### src/rtl/servo_pkg.sv
// Shared definitions for the servo drive and decode paths: state encoding,
// angle range constants and the 90 kHz tick-domain limits.
package servo_pkg;

   // Decoder FSM states
   typedef enum logic [1:0] {
      ARM,
      IDLE,
      HIGH,
      DRAIN
   } dec_state_e;

   localparam int ANGLE_BITS    = 8;
   localparam int ANGLE_MAX     = 180;
   localparam int ANGLE_CENTER  = 90;

   // Tick-domain limits, one tick equals one degree
   localparam int MIN_TICKS     = 40;
   localparam int MAX_TICKS     = 230;
   localparam int ANGLE_OFFSET  = 45;
   localparam int TIMEOUT_TICKS = 3600;

   localparam int WIDTH_BITS    = 9;
   localparam int TIMEOUT_BITS  = 12;

   // Converts a measured pulse width to an angle code, clamped to 0..ANGLE_MAX.
   // The subtraction is signed so widths below the offset land on zero.
   function automatic logic [ANGLE_BITS-1:0] width_to_angle(input logic [WIDTH_BITS-1:0] width);
      logic signed [9:0] diff;
      logic [ANGLE_BITS-1:0] result;
      diff = $signed({1'b0, width}) - $signed(10'(ANGLE_OFFSET));
      if (diff < 10'sd0) begin
         result = '0;
      end else if (diff > $signed(10'(ANGLE_MAX))) begin
         result = ANGLE_BITS'(ANGLE_MAX);
      end else begin
         result = diff[ANGLE_BITS-1:0];
      end
      return result;
   endfunction

endpackage

### src/rtl/servo_pwm_decoder_if.sv
// Signal bundle between the PWM decoder and its surroundings: tick and raw
// PWM in, decoded angle with its strobes and the loss-of-signal level out.
interface servo_pwm_decoder_if;
   import servo_pkg::*;

   logic                  tick_90khz;
   logic                  pwm_in;
   logic [ANGLE_BITS-1:0] angle;
   logic                  angle_valid;
   logic                  err_width;
   logic                  signal_lost;

   modport master (
      output tick_90khz,
      output pwm_in,
      input  angle,
      input  angle_valid,
      input  err_width,
      input  signal_lost
   );

   modport slave (
      input  tick_90khz,
      input  pwm_in,
      output angle,
      output angle_valid,
      output err_width,
      output signal_lost
   );

endinterface

### src/rtl/sync_edge.sv
// Two-flop synchronizer for an asynchronous input with registered rise/fall
// strobes. The strobes rise in the same cycle the synchronized level changes.
module sync_edge (
   input  logic clk,
   input  logic rst,
   input  logic async_i,
   output logic level_o,
   output logic rise_o,
   output logic fall_o
);

   logic meta_q;
   logic level_q;
   logic rise_q;
   logic fall_q;

   // Synchronizer chain and edge strobes, all cleared low by reset
   always_ff @(posedge clk or posedge rst) begin
      if (rst) begin
         meta_q  <= 1'b0;
         level_q <= 1'b0;
         rise_q  <= 1'b0;
         fall_q  <= 1'b0;
      end else begin
         meta_q  <= async_i;
         level_q <= meta_q;
         rise_q  <= meta_q & ~level_q;
         fall_q  <= ~meta_q & level_q;
      end
   end

   assign level_o = level_q;
   assign rise_o  = rise_q;
   assign fall_o  = fall_q;

endmodule

### src/rtl/servo_pwm_decoder.sv
// Measures the high time of a hobby-servo PWM signal in 90 kHz ticks and
// converts it to an angle code, rejecting malformed pulses and flagging
// loss of signal when no accepted pulse arrives for two frames.
module servo_pwm_decoder
   import servo_pkg::*;
(
   input  logic                 clk,
   input  logic                 rst,
   servo_pwm_decoder_if.slave   bus
);

   logic                    pwm_level;
   logic                    pwm_rise;
   logic                    pwm_fall;

   dec_state_e              state_q;
   logic [WIDTH_BITS-1:0]   width_q;
   logic [TIMEOUT_BITS-1:0] timeout_q;
   logic [ANGLE_BITS-1:0]   angle_q;
   logic                    angle_valid_q;
   logic                    err_width_q;
   logic                    signal_lost_q;

   logic [WIDTH_BITS-1:0]   width_inc;
   logic [TIMEOUT_BITS-1:0] timeout_inc;

   sync_edge u_sync (
      .clk     (clk),
      .rst     (rst),
      .async_i (bus.pwm_in),
      .level_o (pwm_level),
      .rise_o  (pwm_rise),
      .fall_o  (pwm_fall)
   );

   // Candidate counter values: width +1, timeout +1 per tick saturating at all-ones
   always_comb begin
      width_inc   = width_q + WIDTH_BITS'(1);
      timeout_inc = timeout_q;
      if (bus.tick_90khz && (timeout_q != '1)) begin
         timeout_inc = timeout_q + TIMEOUT_BITS'(1);
      end
   end

   // Pulse measurement FSM with registered outputs and the loss-of-signal timer.
   // In ARM the width counter doubles as a settle counter so the synchronizer
   // has sampled the real input before its level is trusted as low.
   always_ff @(posedge clk or posedge rst) begin
      if (rst) begin
         state_q       <= ARM;
         width_q       <= '0;
         timeout_q     <= '0;
         angle_q       <= ANGLE_BITS'(ANGLE_CENTER);
         angle_valid_q <= 1'b0;
         err_width_q   <= 1'b0;
         signal_lost_q <= 1'b1;
      end else begin
         angle_valid_q <= 1'b0;
         err_width_q   <= 1'b0;
         timeout_q     <= timeout_inc;
         if (timeout_inc >= TIMEOUT_BITS'(TIMEOUT_TICKS)) begin
            signal_lost_q <= 1'b1;
         end

         case (state_q)
            ARM: begin
               if (width_q < WIDTH_BITS'(2)) begin
                  width_q <= width_inc;
               end else if (!pwm_level) begin
                  width_q <= '0;
                  state_q <= IDLE;
               end
            end

            IDLE: begin
               if (pwm_rise) begin
                  width_q <= '0;
                  state_q <= HIGH;
               end
            end

            HIGH: begin
               if (pwm_fall) begin
                  state_q <= IDLE;
                  if (width_q < WIDTH_BITS'(MIN_TICKS)) begin
                     err_width_q <= 1'b1;
                  end else begin
                     angle_q       <= width_to_angle(width_q);
                     angle_valid_q <= 1'b1;
                     timeout_q     <= '0;
                     signal_lost_q <= 1'b0;
                  end
               end else if (bus.tick_90khz) begin
                  width_q <= width_inc;
                  if (width_inc > WIDTH_BITS'(MAX_TICKS)) begin
                     err_width_q <= 1'b1;
                     state_q     <= DRAIN;
                  end
               end
            end

            DRAIN: begin
               if (pwm_fall) begin
                  state_q <= IDLE;
               end
            end

            default: begin
               state_q <= ARM;
            end
         endcase
      end
   end

   assign bus.angle       = angle_q;
   assign bus.angle_valid = angle_valid_q;
   assign bus.err_width   = err_width_q;
   assign bus.signal_lost = signal_lost_q;

endmodule
### src/flat_wrapper.sv
// flat-port wrapper written by rule: the top's interface ports become plain ports
module servo_pwm_decoder_flat import servo_pkg::*;
  (clk, rst, bus_tick_90khz, bus_pwm_in, bus_angle, bus_angle_valid, bus_err_width, bus_signal_lost);
  servo_pwm_decoder_if bus_i ();
  input  logic clk;
  input  logic rst;
  input wire logic [$bits(bus_i.tick_90khz)-1:0] bus_tick_90khz;
  input wire logic [$bits(bus_i.pwm_in)-1:0] bus_pwm_in;
  output wire logic [$bits(bus_i.angle)-1:0] bus_angle;
  output wire logic [$bits(bus_i.angle_valid)-1:0] bus_angle_valid;
  output wire logic [$bits(bus_i.err_width)-1:0] bus_err_width;
  output wire logic [$bits(bus_i.signal_lost)-1:0] bus_signal_lost;
  assign bus_i.tick_90khz = bus_tick_90khz;
  assign bus_i.pwm_in = bus_pwm_in;
  assign bus_angle = bus_i.angle;
  assign bus_angle_valid = bus_i.angle_valid;
  assign bus_err_width = bus_i.err_width;
  assign bus_signal_lost = bus_i.signal_lost;
  servo_pwm_decoder u_core (.clk(clk), .rst(rst), .bus(bus_i));
endmodule
### config.mk
export PLATFORM = sky130hd
export DESIGN_NAME = servo_pwm_decoder_flat
export DESIGN_NICKNAME = d
export VERILOG_FILES = /design/src/rtl/servo_pkg.sv /design/src/rtl/servo_pwm_decoder_if.sv /design/src/rtl/sync_edge.sv /design/src/rtl/servo_pwm_decoder.sv /design/src/flat_wrapper.sv
export SDC_FILE = /design/constraint.sdc
export NUM_CORES = 1
export LEC_CHECK = 0
export CAP_MARGIN = 20
export CORE_UTILIZATION = 45
export CTS_CLUSTER_SIZE = 25
export DETAILED_ROUTE_END_ITERATION = 10
export PLACE_DENSITY = 0.61
export SLEW_MARGIN = 5
export SYNTH_ARGS = -nofsm -noshare
export SYNTH_HDL_FRONTEND = slang
export SYNTH_SLANG_ARGS = --single-unit
### constraint.sdc
create_clock -name clk -period 3.6 [get_ports clk]
set_input_delay 0.72 -clock clk [delete_from_list [all_inputs] [get_ports clk]]
set_output_delay 0.72 -clock clk [all_outputs]
set_load 0.03 [all_outputs]
Yosys cells after proc, flatten, opt, wreduce, memory -nomap -nowiden
Index checks and enable logic that the tools add are counted.
{ "totals": {"word_cells": 76, "regBits": 38} }
{ "classes": {"magnitude_cmp": 6, "muxes": 32, "n_eq_ne": 13, "bitwise_logic": 5, "add_sub_neg": 3, "n_reduce_logical": 6} }
{ "ops": {"columns": ["op", "count"], "rows": [
  ["two-way mux 12 bit", 4],
  ["two-way mux 9 bit", 5],
  ["case mux 9 bit (3 select lines)", 1],
  ["two-way mux 8 bit", 2],
  ["two-way mux 2 bit", 7],
  ["adder 12 x 1 -> 12 bit, second input constant", 1],
  ["greater-or-equal comparator 12 bit, second input constant", 1],
  ["two-way mux 1 bit", 12],
  ["inequality test 12 bit, second input constant", 1],
  ["inequality test 2 bit, second input constant", 6],
  ["> comparator 10 x 9 -> 1 bit, second input constant", 1],
  ["less-than comparator 10 x 1 -> 1 bit, second input constant", 1],
  ["subtractor 9 x 6 -> 10 bit, second input constant", 1],
  ["adder 9 x 1 -> 9 bit, second input constant", 1],
  ["> comparator 9 x 8 -> 1 bit, second input constant", 1],
  ["less-than comparator 9 x 2 -> 1 bit, second input constant", 1],
  ["less-than comparator 9 x 6 -> 1 bit, second input constant", 1],
  ["case mux 2 bit (4 select lines)", 1],
  ["inequality test 3 x 2 -> 1 bit, second input constant", 2],
  ["AND reduction 6 bit", 1],
  ["AND reduction 5 bit", 1],
  ["== test 2 bit, second input constant", 2],
  ["inequality test 3 bit, second input constant", 1],
  ["NOT 1 bit", 3],
  ["other kinds (6)", 7]
]} }

Longest topological paths before layout
Gate-level depths: netlist of run 1.
{ "logic_depth": {"word_depth": 8, "mapped_depth": 9} }

Cells and area by module
A second synthesis of run 1 with hierarchy kept.
{ "hier_totals": {"cells_unflattened": 242, "hier_area_um2": 2344.7} }
{ "by_module_without_submodules": {"columns": ["mod", "cells_each", "instances", "area_per_inst_um2", "seq_area_each_um2"], "rows": [
  ["servo_pwm_decoder", 235, 1, 2225.9, 857.1],
  ["sync_edge", 7, 1, 118.9, 100.1]
]} }

Worst setup path after synthesis of run 1
Ideal clock, no wire load.
{ "synth_path": {"path_kind": "reg2reg", "from": "register u_core.width_q[1]", "to": "register u_core.angle_q[2] (netlist: u_core.bus.angle[2])", "stages_incl_launch_ff": 8, "n_path_buf": 1, "required_time_ns": 3.533, "slack_ns": 1.463, "arrival_ns": 2.070, "setup_ns": 0.067, "cell_sequence": "dfrtp_1 > buf_2 > inv_1 > ha_1 > or3_1 > a311o_1 > a2111oi_2 > a221o_1"} }
{ "synth_via": {"elab_chain_len": 4, "word_cells_on_any_way": 8, "cone_classes": "add/sub (1); order compare (3); mux (2); bitwise (1); reduce/logical (1)"} }
{ "synth_rtl": {"columns": ["element", "line_no", "source"], "rows": [
  ["start: declaration", "servo_pwm_decoder.sv:17", "logic [WIDTH_BITS-1:0] width_q;"],
  ["start signal: assignment", "servo_pwm_decoder.sv:68", "width_q <= width_inc;"],
  ["start signal: assignment", "servo_pwm_decoder.sv:94", "width_q <= width_inc;"],
  ["subtractor 9 x 6 -> 10 bit", "servo_pkg.sv:31", "diff = $signed({1'b0, width}) - $signed(10'(ANGLE_OFFSET));"],
  ["> comparator 10 x 9 -> 1 bit", "servo_pkg.sv:34", "end else if (diff > $signed(10'(ANGLE_MAX))) begin"],
  ["two-way mux 8 bit", "servo_pkg.sv:34", null],
  ["two-way mux 8 bit", "servo_pkg.sv:32", "if (diff < 10'sd0) begin"],
  ["end signal: assignment", "servo_pwm_decoder.sv:53", "angle_q <= ANGLE_BITS'(ANGLE_CENTER);"],
  ["end signal: assignment", "servo_pwm_decoder.sv:88", "angle_q <= width_to_angle(width_q);"],
  ["end: declaration", "servo_pwm_decoder.sv:19", "logic [ANGLE_BITS-1:0] angle_q;"]
]} }
Parallel ways exist; a longest one is shown, timed or not.
A chain may end at the register's enable or synchronous reset.

Worst setup path in the final report of run 1
{ "layout_path": {"from": "register u_core.state_q[0]", "to": "register u_core.angle_q[2] (netlist: u_core.bus.angle[2])"} }
{ "layout_via": {"elab_chain_len": 2} }
{ "layout_rtl": {"columns": ["element", "line_no", "source"], "rows": [
  ["start: declaration", "servo_pwm_decoder.sv:16", "dec_state_e state_q;"],
  ["start signal: assignment", "servo_pwm_decoder.sv:50", "state_q <= ARM;"],
  ["start signal: assignment", "servo_pwm_decoder.sv:71", "state_q <= IDLE;"],
  ["start signal: assignment", "servo_pwm_decoder.sv:78", "state_q <= HIGH;"],
  ["== test 2 bit", "servo_pwm_decoder.sv:65", "case (state_q)"],
  ["AND reduction 3 bit (no line)", null, null]
]} }
Every way passes these cells.

==> run_results.csv, run 1 <==
group,metric,value,unit
floorplan,die_h,76.35,um
clocking,cts.clk_slew.worst_paths,80,ps
place,place_area,2680,um2
floorplan,num_io_pins,15,
clocking,hold_buffers,0,
routing,antenna_left,0,
clocking,root_buffer,"clkbuf_8",
synthesis,ys_seq_area_frac,0.3848,
routing,dr.pass1.iters,4,
synthesis,async_reset_ff_frac,1.000,
outcome,outcome,"finished clean",
floorplan,num_rows,26,
cells_and_area,layout_commonest_cell,"dfrtp_1",
critical_path,crit_fanout,14,
sta,whs,410.4,ps
critical_path,startpoint_type,"register",
flow_run,maxCapViolCount,0,
global_routing,antenna_found_initial,0,
routing,via_per_inst,5.639,
sta,fin_tns_setup,0,ps
critical_path,critPathKind,"reg2reg",
routing,drc,0,
sta,rsz0062_at_grt,"false",
synthesis,ys_warn_count,0,
routing,wl_per_cell,14.30,um
routing,vias,2013,
power,ir_drop,0.2941,mV
power,p_per_area,514.4,nW/um2
worst_hold_path,hp-class,"reg2reg",
global_routing,grt_pass1_vias,1924,
clocking,post_cts_resized,0,
synthesis,synth_cell_types,57,
clocking,cts_made_buffers,5,
clocking,clk_latency,290,ps
critical_path,cp.arrival,2950,ps
sta,finalHoldViolCount,0,
sta,min_period,2723,ps
critical_path,required,3820,ps
clocking,clock_path_buffers,2,
synthesis,synth_cells,277,
sta,finalSetupViolations,0,
cells_and_area,stdcell_count,357,
routing,drtIter0Drc,60,
floorplan,dieArea,5829,um2
global_routing,overflow,0,
cells_and_area,final_cell_area,2775,um2
global_routing,grt_pass1_wl,9252,um
clocking,postCtsSetupRepairBufs,0,
cells_and_area,antennaDiodeCount,0,
critical_path,endpoint_kind,"register",
floorplan,start_util,0.4779,
place,port_buffers,14,
place,dp_hpwl,3764,um
cells_and_area,final_nets,299,
synthesis,synth_edf_count,0,
cells_and_area,drive_gt1_frac,0.1045,
critical_path,reg2regPathDepth,7,
routing,wl,5104,um
synthesis,synth.net_count,290,
synthesis,netlist_area,2487,um2
synthesis,yosys_most_used_dff,"dfrtp_1",
global_routing,grt_max_degree,20,
power,leakagePower,1.135,nW
floorplan,core-area,5205,um2
clocking,tritoncts,"built",
cells_and_area,final_cell_mix,"dfrtp_1, nand2_1, nor2_1",
sta,worst_slew_pin_slew,615.3,ps
worst_hold_path,holdPathStages,0,
sta,finalClockSkew,11.06,ps
sta,max_freq,0.3672,GHz
place,dp_cells,349,
floorplan,die-width,76.35,um
sta,maxSlewViolCount,0,
clocking,clock-sinks,38,
synthesis,yosys_register_bits,38,
sta,fin_crit_sh,0.7565,
cells_and_area,area_growth,11.57,%
critical_path,reg2reg_slack,880,ps
global_routing,grt_util_all_layers,0.1977,
place,place_congestion,0.7715,
synthesis,syn_area_per_cell,8.980,um2
sta,timing.slew.headroom,0.5898,
clocking,htree_levels,2,
[where the power goes]
group,leakage (nW),switching (mW),total (mW),internal (mW)
Clock,0.0472,0.149,0.303,0.154
Combinational,0.600,0.297,0.531,0.234
Sequential,0.489,0.106,0.593,0.487
[worst max-delay path: stages (launching register included)]
cell       delay [ps]
dfrtp_1           420
inv_1             110
ha_1              280
nand3_1           350
inv_1             490
o21ai_0           330
a2111oi_2         510
a221o_1           170
[sequential cells by signal (all words and copies together), names as in the netlist, 2 cells and up]
name,flops
u_core.timeout_q,12
u_core.width_q,9
u_core.state_q,2
u_core.bus.angle,8
[cells in the mapped netlist (3+ instances only)]
cell type / n / share of area
nor4b_1: 3 / 0.011
a311o_1: 3 / 0.012
mux2i_1: 3 / 0.012
nor3_1: 8 / 0.016
nand4_1: 9 / 0.023
nor2b_1: 6 / 0.015
o21ai_0: 19 / 0.038
nand3_1: 9 / 0.018
nand2_1: 32 / 0.048
clkbuf_1: 6 / 0.0091
dfrtp_1: 33 / 0.33
xnor2_1: 7 / 0.025
a31oi_1: 3 / 0.0075
dfstp_2: 5 / 0.053
xor2_1: 6 / 0.021
nand2b_1: 4 / 0.010
o21ai_1: 3 / 0.0060
inv_1: 10 / 0.015
o211a_1: 3 / 0.012
o211ai_1: 5 / 0.015
o21a_1: 3 / 0.0091
buf_2: 8 / 0.016
ha_1: 9 / 0.045
nor2_1: 22 / 0.033
o31ai_1: 7 / 0.021
a21oi_1: 9 / 0.018
and3_1: 4 / 0.010
[path summary, 6_finish.rpt]
check,start,endpoint
worst max register to register,u_core.state_q[0],u_core.bus.angle[2]
worst min register to register,u_core.u_sync.meta_q,u_core.u_sync.level_o
worst max-delay path,u_core.state_q[0],u_core.bus.angle[2]
min in group asynchronous,rst,u_core.width_q[3]
max in group asynchronous,rst,u_core.width_q[8]
worst min-delay path,u_core.u_sync.meta_q,u_core.u_sync.level_o
[cells by family after synthesis]
| logic type | synth area share |
|---|---|
| buffers and inverters | 0.05533 |
| flip-flops | 0.3848 |
| AO/OA/AOI/OAI | 0.2213 |
| multiplexers | 0.01207 |
| XOR/XNOR | 0.04577 |
| adder cells (fa/ha/maj) | 0.04527 |
| AND/OR/NAND/NOR | 0.2354 |
[final cells by class]
type	instances	area [um2]
sequential	38	957.2
tap	70	87.58
fill	499	2430
multi-input combinational	211	1393
inverter	10	37.54
clock inverter	2	12.51
timing repair buffer	20	205.2
clock buffer	6	82.58
[stage by stage]
stage	util	total power, mW	setup WS [ps]
finish	0.5332	1.428	876.6
global route	0.5332	1.547	562.8
CTS	0.5332	1.441	852.3
detailed placement	0.5149	1.130	805.7
global placement	0.5096	1.119	889.6
floorplan	-	1.034	1463
[per-layer routing]
layer,vias to the layer above,global-route usage,share of wire
met5,-,0,0
met4,0,0.06731,0.017
met3,9,0.03952,0.028
met2,31,0.2973,0.44
met1,945,0.2827,0.52
li1,1028,-,-
(Power assumes the default switching activity.)
==> run 2, diff against run 1 <==
clock period = 2.7 ns   (was 3.6 ns; I/O delays follow)
==> run 2 against run 1 <==
Effect of this change: final area up 2.2%; non-clock buffer count up 8; worst hold slack worse by 13 ps; core utilization up 1.2 points; routed wire length up 3.2%; final cell count up 2.2%; critical path depth down 1; largest power group is now combinational logic.
==> run_results.csv, run 2 (synthesized netlist as in run 1, its figures left out) <==
group,metric,value,unit
outcome,outcome,"finished clean",
global_routing,grt_pass1_wl,9087,um
clocking,tritoncts,"built",
sta,timing.slew.headroom,0.5611,
critical_path,reg2regPathDepth,6,
worst_hold_path,holdPathStages,0,
cells_and_area,area_growth,14.03,%
power,power.total,2.014,mW
clocking,clk_latency,290,ps
sta,max_freq,0.4374,GHz
cells_and_area,final_nets,307,
routing,antenna_left,0,
clocking,root_buffer,"clkbuf_8",
global_routing,grt_util_all_layers,0.1934,
power,leakagePower,1.181,nW
sta,finalHoldViolCount,0,
power,p_per_area,710.1,nW/um2
sta,finalClockSkew,8.279,ps
clocking,clock_path_buffers,2,
critical_path,critPathMaxStageDelay,480,ps
clocking,cts_made_buffers,5,
floorplan,core-area,5205,um2
place,dp_hpwl,3784,um
critical_path,path_cells,"or3_1, o41ai_4, o2111ai_2, and2b_1, o21ai_1, o31ai_1",
critical_path,critical_path.slowest_cell,"dfrtp_1",
floorplan,start_util,0.4779,
sta,finalSetupViolations,0,
critical_path,startpoint_type,"register",
sta,maxSlewViolCount,0,
floorplan,num_io_pins,15,
cells_and_area,antennaDiodeCount,0,
clocking,postCtsSetupRepairBufs,0,
cells_and_area,regMostFlops,"u_core.timeout_q",
clocking,post_cts_resized,0,
critical_path,endpoint_kind,"register",
clocking,cts.clk_slew.worst_paths,80,ps
place,place_congestion,0.8076,
floorplan,die-width,76.35,um
critical_path,critPathKind,"reg2reg",
worst_hold_path,hp-class,"reg2reg",
sta,fin_tns_setup,0,ps
critical_path,crit_cells,6,
place,place_area,2720,um2
global_routing,antenna_found_initial,0,
critical_path,required,2900,ps
critical_path,crit_buf_inv,0,
routing,wl_per_cell,14.44,um
flow_run,maxCapViolCount,0,
sta,rsz0062_at_grt,"false",
critical_path,path_delay_family,"compound AO/OA/AOI/OAI gates",
floorplan,dieArea,5829,um2
place,port_buffers,14,
critical_path,crit_fanout,14,
sta,worst_slew_pin_slew,658.3,ps
sta,min_period,2286,ps
sta,whs,397.1,ps
cells_and_area,drive_gt1_frac,0.1254,
routing,drtIter0Drc,113,
critical_path,cp.arrival,2480,ps
routing,dr.pass1.iters,4,
clocking,clock-sinks,38,
cells_and_area,final_util,0.5450,
cells_and_area,final_cell_mix,"dfrtp_1, nand2_1, nor2_1",
routing,drc,0,
routing,wl,5269,um
sta,fin_crit_sh,0.8467,
floorplan,die_h,76.35,um
clocking,hold_buffers,0,
global_routing,grt_pass1_vias,1915,
routing,vias,2074,
cells_and_area,final_cell_area,2836,um2
floorplan,num_rows,26,
global_routing,grt_max_degree,39,
clocking,htree_levels,2,
cells_and_area,largest_reg_flops,12,
global_routing,overflow,0,
routing,via_per_inst,5.682,
power,ir_drop,0.5236,mV
cells_and_area,layout_commonest_cell,"dfrtp_1",
[run 2: final cells by class]
type / instances / area (um2)
timing repair buffer: 28 / 245.2
fill: 473 / 2369
multi-input combinational: 211 / 1393
tap: 70 / 87.58
sequential: 38 / 957.2
inverter: 10 / 37.54
clock buffer: 7 / 86.33
clock inverter: 1 / 30.03
[run 2: path summary, 6_finish.rpt]
kind / start / to / slack [ps]
min in group asynchronous: rst / u_core.bus.angle[5] / 670
max in group asynchronous: rst / u_core.bus.angle[1] / 1670
hold / removal: u_core.u_sync.meta_q / u_core.u_sync.level_o / 400
setup reg to reg: u_core.width_q[7] / u_core.width_q[4] / 410
hold reg to reg: u_core.u_sync.meta_q / u_core.u_sync.level_o / 400
setup / recovery: u_core.width_q[7] / u_core.width_q[4] / 410
[run 2: power by group]
| part | switching (mW) | internal (mW) | total, mW |
|---|---|---|---|
| Combinational | 0.436 | 0.325 | 0.761 |
| Clock | 0.197 | 0.301 | 0.498 |
| Sequential | 0.106 | 0.650 | 0.756 |
| Total | 0.738 | 1.28 | 2.01 |
[run 2: layer usage]
| layer | vias up | track usage | part of all wire |
|---|---|---|---|
| li1 | 1041 | - | - |
| met1 | 968 | 0.2768 | 0.50 |
| met2 | 56 | 0.2865 | 0.45 |
| met3 | 9 | 0.03593 | 0.034 |
| met4 | 0 | 0.07885 | 0.022 |
| met5 | - | 0 | 0 |
[run 2: through the flow]
step / cells / setup slack (ps)
6_report: 365 / 413.8
5_1_grt: 365 / 256.0
4_1_cts: 365 / 412.5
3_5_place_dp: 357 / 210.6
3_3_place_gp: 357 / 273.9
2_1_floorplan: 277 / 563.0
